## src/rtl/ksg_ctrl.sv

```systemverilog
// ksg_ctrl: loads key/counter/nonce into a keystream generator and streams each 512-bit block out as 32-bit words.
// Define KSG_CTRL_CTR_OVF_CHECK_EN to refuse a block counter wrap and flag it on err.
module ksg_ctrl #(
  parameter int NUM_WORDS = 16
) (
  input  logic         clock,
  input  logic         reset_n,
  input  logic         start,
  input  logic [255:0] key,
  input  logic [95:0]  nonce,
  input  logic [31:0]  ctr_init,
  input  logic [15:0]  num_blocks,
  output logic [31:0]  ksg_data_in,
  output logic         ksg_valid_in,
  input  logic         ksg_ready_in,
  input  logic [511:0] ksg_output_key,
  input  logic         ksg_valid_out,
  output logic         ksg_ready_out,
  output logic         ksg_done_out,
  output logic [31:0]  ks_data,
  output logic         ks_valid,
  input  logic         ks_ready,
  output logic         busy,
  output logic         done,
  output logic         err
);
  typedef enum logic [1:0] {IDLE, LOAD, WAIT, DRAIN} state_t;
  state_t state, state_next;
  logic [255:0] key_r;
  logic [95:0]  nonce_r;
  logic [31:0]  ctr;
  logic [15:0]  remaining;
  logic [3:0]   load_idx, drain_idx;
  logic [511:0] block_buf;
  logic load_fire, load_last, drain_fire, drain_last, ovf;
  assign load_fire  = state == LOAD && ksg_ready_in;
  assign load_last  = load_fire && load_idx == 4'd11;
  assign drain_fire = state == DRAIN && ks_ready;
  assign drain_last = drain_fire && drain_idx == 4'(NUM_WORDS - 1);
  assign busy          = state != IDLE;
  assign ksg_valid_in  = state == LOAD;
  assign ksg_ready_out = state == WAIT;
  assign ks_valid      = state == DRAIN;
  assign ks_data       = block_buf[{drain_idx, 5'b0} +: 32];
  // load order: key words 0..7, block counter, nonce words 0..2
  assign ksg_data_in = load_idx < 4'd8   ? key_r[{load_idx[2:0], 5'b0} +: 32] :
                       load_idx == 4'd8  ? ctr :
                       load_idx == 4'd9  ? nonce_r[31:0] :
                       load_idx == 4'd10 ? nonce_r[63:32] : nonce_r[95:64];
`ifdef KSG_CTRL_CTR_OVF_CHECK_EN
  assign ovf = ctr == '1 && remaining != 16'd1;
  always_ff @(posedge clock or negedge reset_n) begin
    if (!reset_n)
      err <= 1'b0;
    else if (state == IDLE && start)
      err <= 1'b0;
    else if (drain_last && ovf)
      err <= 1'b1;
  end
`else
  assign ovf = 1'b0;
  assign err = 1'b0;
`endif
  always_comb begin
    state_next = state;
    case (state)
      IDLE:    state_next = start && num_blocks != '0 ? LOAD : IDLE;
      LOAD:    state_next = load_last ? WAIT : LOAD;
      WAIT:    state_next = ksg_valid_out ? DRAIN : WAIT;
      DRAIN:   state_next = !drain_last ? DRAIN : (remaining == 16'd1 || ovf) ? IDLE : LOAD;
      default: state_next = IDLE;
    endcase
  end
  always_ff @(posedge clock or negedge reset_n) begin
    if (!reset_n) begin
      state        <= IDLE;
      key_r        <= '0;
      nonce_r      <= '0;
      ctr          <= '0;
      remaining    <= '0;
      load_idx     <= '0;
      drain_idx    <= '0;
      block_buf    <= '0;
      done         <= 1'b0;
      ksg_done_out <= 1'b0;
    end else begin
      state        <= state_next;
      done         <= 1'b0;
      ksg_done_out <= drain_last;
      if (state == IDLE && start) begin
        done <= num_blocks == '0;
        if (num_blocks != '0) begin
          key_r     <= key;
          nonce_r   <= nonce;
          ctr       <= ctr_init;
          remaining <= num_blocks;
        end
      end
      if (load_fire)
        load_idx <= load_last ? '0 : load_idx + 4'd1;
      if (state == WAIT && ksg_valid_out)
        block_buf <= ksg_output_key;
      if (drain_fire)
        drain_idx <= drain_last ? '0 : drain_idx + 4'd1;
      if (drain_last) begin
        remaining <= remaining - 16'd1;
        ctr       <= ctr + 32'd1;
        done      <= remaining == 16'd1 || ovf;
      end
    end
  end
endmodule
```

## config.mk

```make
export PLATFORM = sky130hd
export DESIGN_NAME = ksg_ctrl
export DESIGN_NICKNAME = d
export VERILOG_FILES = /design/src/rtl/ksg_ctrl.sv
export SDC_FILE = /design/constraint.sdc
export NUM_CORES = 2
export LEC_CHECK = 0
export BUFFER_PORTS_ARGS = -buffer_cell sky130_fd_sc_hd__buf_2
export CAP_MARGIN = 0
export CELL_PAD_IN_SITES_DETAIL_PLACEMENT = 1
export CELL_PAD_IN_SITES_GLOBAL_PLACEMENT = 2
export CORE_AREA = 4 4 385 387
export CTS_CLUSTER_DIAMETER = 150
export CTS_CLUSTER_SIZE = 25
export DETAILED_ROUTE_END_ITERATION = 8
export DIE_AREA = 0 0 389 391
export GPL_ROUTABILITY_DRIVEN = 0
export PLACE_DENSITY = 0.7
export SYNTH_ARGS = -nofsm -noshare
export SYNTH_HDL_FRONTEND = slang
export SYNTH_SLANG_ARGS = --single-unit
```

## constraint.sdc

```tcl
create_clock -name clock -period 3.8 [get_ports clock]
set_input_delay 0.57 -clock clock [delete_from_list [all_inputs] [get_ports clock]]
set_output_delay 0.57 -clock clock [all_outputs]
set_load 0.005 [all_outputs]
```

==> impl_metrics.env <==
export IMPL_cts_tree="built"
export IMPL_hold_buffers=0
export IMPL_finClkSkew_ps=34.2
export IMPL_firstDrtPassIters=7
export IMPL_via_count=32255
export IMPL_timing_final_max_slew_violations=0
export IMPL_max_freq_mhz=272
export IMPL_setup_violations_final=0
export IMPL_floorplan_rows=140
export IMPL_initial_antenna_violation_count=184
export IMPL_core_region_area_um2=145000
export IMPL_clock_insertion_delay_worst_skew_ps=680
export IMPL_initial_core_util_pct=29.1
export IMPL_clock_sinks=924
export IMPL_intPower_mw=26.2
export IMPL_mostFrequentLayoutCells="1100 x nand2_1, 986 x buf_2, 917 x dfrtp_1"
export IMPL_reg2reg_slack_ps=820
export IMPL_floorplan_die_area_um2=152000
export IMPL_worst_r2r_endpoint="ctr[21]$_DFFE_PN0P_"
export IMPL_setup_worst_path_end_class="output port"
export IMPL_report_final_hold_viol_count=1
export IMPL_finalSetupTns_ps=0
export IMPL_area_delta_synth_final_pct=22.0
export IMPL_crit_path_cell_trace="inv_1 > ha_1 > nand3b_1 > buf_12 > mux2i_1 > a21oi_1 > a21oi_1 > a21oi_1 > buf_2"
export IMPL_critical_path_max_stage_delay_ps=540
export IMPL_route_final_wire_length_um=192000
export IMPL_die_width_um=389
export IMPL_sequentialPowerShare_pct=41.7
export IMPL_clock_tree_htree_level_count=2
export IMPL_cts_buffers_inserted=43
export IMPL_synthDominantAreaCellType="dfrtp_1"
export IMPL_holdCritPathClass="primary input to async pin"
export IMPL_total_routing_resource_utilization_after_global_routing_pct=24.4
export IMPL_pin_count=989
export IMPL_multi_input_area_um2=18100
export IMPL_maximum_number_of_pins_on_one_net_before_global_route_repair=160
export IMPL_buffer_ports_inserted=987
export IMPL_busiest_layer="met2"
export IMPL_synthesis_nets=4417
export IMPL_cts_root_buffer="clkbuf_16"
export IMPL_synthCells=3491
export IMPL_commonest_register_cell_after_synthesis="dfrtp_1"
export IMPL_netlist_area_um2=42100
export IMPL_timing_critical_path_slowest_stage_cell="dfrtp_4"
export IMPL_count_of_flip_flops_with_a_built_in_enable_after_synthesis=0
export IMPL_synth_seq_cells=924
export IMPL_clockBufferDepth=3
export IMPL_grt_overflow=0
export IMPL_power_per_cell_area_nw_per_um2=848
export IMPL_criticalPathCategory="register to output port"
export IMPL_cp_required_ps=3230
export IMPL_path_max_fanout=32
export IMPL_synth_top_area_share_pct=54.9
export IMPL_synth_area_top_cells="dfrtp_1 55%, mux2_2 14%, mux4_2 12%"
export IMPL_pwr_share_comb_pct=45.6
export IMPL_gr_usage_met3_pct=6.80
export IMPL_place_ws_ps=446
export IMPL_grt_met2_usage_pct=41.2
export IMPL_vdd_ir_drop_worst_v=0.000458
export IMPL_cts_reportedPaths_clkPinSlew_ps=110
export IMPL_chipHeight_um=391
export IMPL_r2r_cells=8
export IMPL_first_iter_violations=2472
export IMPL_r2r_start="drain_idx[1]$_DFFE_PN0P_"
export IMPL_post_synth_cell_area_avg_um2=12.1
export IMPL_crit_path_start_kind="register"
export IMPL_power_switching_share_pct=39.9
export IMPL_route_detailed_vias_per_inst=5.02
export IMPL_failing_checks="negative hold slack"
export IMPL_fraction_of_final_layout_cells_sized_beyond_drive_strength_1_pct=43.5
export IMPL_relative_slew_slack_pct=29.8
export IMPL_remaining_drc_errors=0
export IMPL_outcome="complete, but fails checks"
export IMPL_routedWlPerCell_um=29.8
export IMPL_max_cap_violations=0
export IMPL_fillers=16061
export IMPL_post_route_period_util_pct=96.7
export IMPL_power_static_leakage_nw=24.6
export IMPL_clock_share_of_power_pct=12.7
export IMPL_crit_top_cell="a21oi_1"
export IMPL_critPathArrivalTime_ps=3100
export IMPL_drtAntennaViolNets=0
export IMPL_most_common_cell_after_layout_fill_and_taps_aside="nand2_1"
export IMPL_netlist_cell_type_count=59
export IMPL_detailed_place_hpwl_um=153000
export IMPL_yosys_synthesis_warning_count=0
export IMPL_seq_area_frac_synth_pct=54.9
export IMPL_finalWorstSetupSlack_ps=125
export IMPL_asyncSetResetFlopFracSynth_pct=100
export IMPL_hold_slack_ps=-15.0
export IMPL_netsw_mw=17.4
export IMPL_grt_setup_unrepaired="false"
export IMPL_worst_margin_slew_ps=1050
export IMPL_sequential_cell_area_um2=23100
export IMPL_grt_pass1_wl_um=262000
export IMPL_first_global_vias=33755
export IMPL_gr_usage_met1_pct=29.4
export IMPL_layout_net_count=5325
export IMPL_final_min_clock_period_ps=3670
==> routing by layer <==
layer  vias up  routed length (um)
met1     16720               73700
li1      14026                   -
met5         -                 486
met3       352               14900
met4        72                7340
met2      1085               95100
==> metrics by stage <==
step | cell area (um2) | cells | utilization, % | total power, mW
floorplan | 42100 | 3491 | - | 28.8
global placement | 49900 | 6264 | 34.4 | 37.6
detailed placement | 49900 | 6264 | 34.4 | 38.2
CTS | 51100 | 6317 | 35.3 | 43.8
global route | 51300 | 6365 | 35.4 | 46.0
finish | 51400 | 6420 | 35.5 | 43.6
==> kinds of logic after synthesis <==
kind of cell / Yosys count / synth area share (%)
other: 1 / 0.00890
adders and majority gates: 8 / 0.238
and+or+nand+nor: 1277 / 12.2
xor gates and xnor gates: 1 / 0.0208
buffers and inverters: 249 / 2.41
AOI/OAI and AO/OA: 257 / 3.73
muxes: 774 / 26.6
DFF: 924 / 54.9
==> Yosys cell counts (all sizes together) (4+ instances only) <==
library cell and n:
or3 9, o311ai 7, nand3 29, inv 12, mux4 224, nor4 10, ha 8, and2 32
o21a 6, nand2 1101, nor2 35, nand4 16, o22ai 4, mux2 515, or2 6, clkbuf 157
mux2i 35, and3 8, or4 5, o21ai 54, o211ai 13, a211oi 34, dfrtp 924, buf 80
a31oi 4, nor3 15, a21oi 104
==> worst max-delay path, delay by kind of cell, from the launching register on <==
family,cells,cell delay (ps)
buffers and inverters,3,570
AO/OA/AOI/OAI,3,660
adder cells (fa/ha/maj),1,210
AND/OR/NAND/NOR,1,130
flip-flops,1,540
multiplexers,1,270
==> flip-flops by register name, summed over array words and instances, names as in the netlist <==
| signal | flops |
|---|---|
| block_buf | 512 |
| ctr | 32 |
| done | 1 |
| drain_idx | 4 |
| key_r | 256 |
| ksg_done_out | 1 |
| load_idx | 4 |
| nonce_r | 96 |
| remaining | 16 |
| state | 2 |
==> power by group through the flow <==
stage / Combinational [mW] / Sequential (mW) / Clock [mW]
detailed placement: 19.7 / 18.4 / 0
finish: 19.9 / 18.2 / 5.54
global route: 21.2 / 18.7 / 6.08
global placement: 19.4 / 18.2 / 0
CTS: 19.9 / 18.2 / 5.75
floorplan: 12.5 / 16.3 / 0
==> layout make-up <==
type / instances / area share (%)
repair buffers: 1100 / 12.3
clock inverters: 7 / 0.180
inverters: 12 / 0.0876
well taps: 1917 / 4.67
diodes: 98 / 0.477
multi-input cells: 2318 / 35.2
clock buffers: 44 / 2.10
flip-flops and latches: 924 / 45.0
==> timing repair <==
| action | 4_1_cts | 5_1_grt |
|---|---|---|
| resized for setup | 8 | 5 |
| setup endpoints to repair | 24 | 17 |
| cloned | 0 | 1 |
| buffers inserted | 2 | 4 |
==> worst max-delay path by stage <==
stage / from / endpoint / slack [ps]
2_1_floorplan: load_idx[0]$_DFFE_PN0P_ / ksg_data_in[16] / 910
3_3_place_gp: load_idx[0]$_DFFE_PN0P_ / ksg_data_in[16] / 340
3_5_place_dp: load_idx[0]$_DFFE_PN0P_ / ksg_data_in[16] / 450
4_1_cts: drain_idx[1]$_DFFE_PN0P_ / ks_data[19] / 4
5_1_grt: drain_idx[0]$_DFFE_PN0P_ / ks_data[19] / 4
6_report: load_idx[0]$_DFFE_PN0P_ / ksg_data_in[15] / 130
Note: power is estimated with default switching activity, not from simulation.
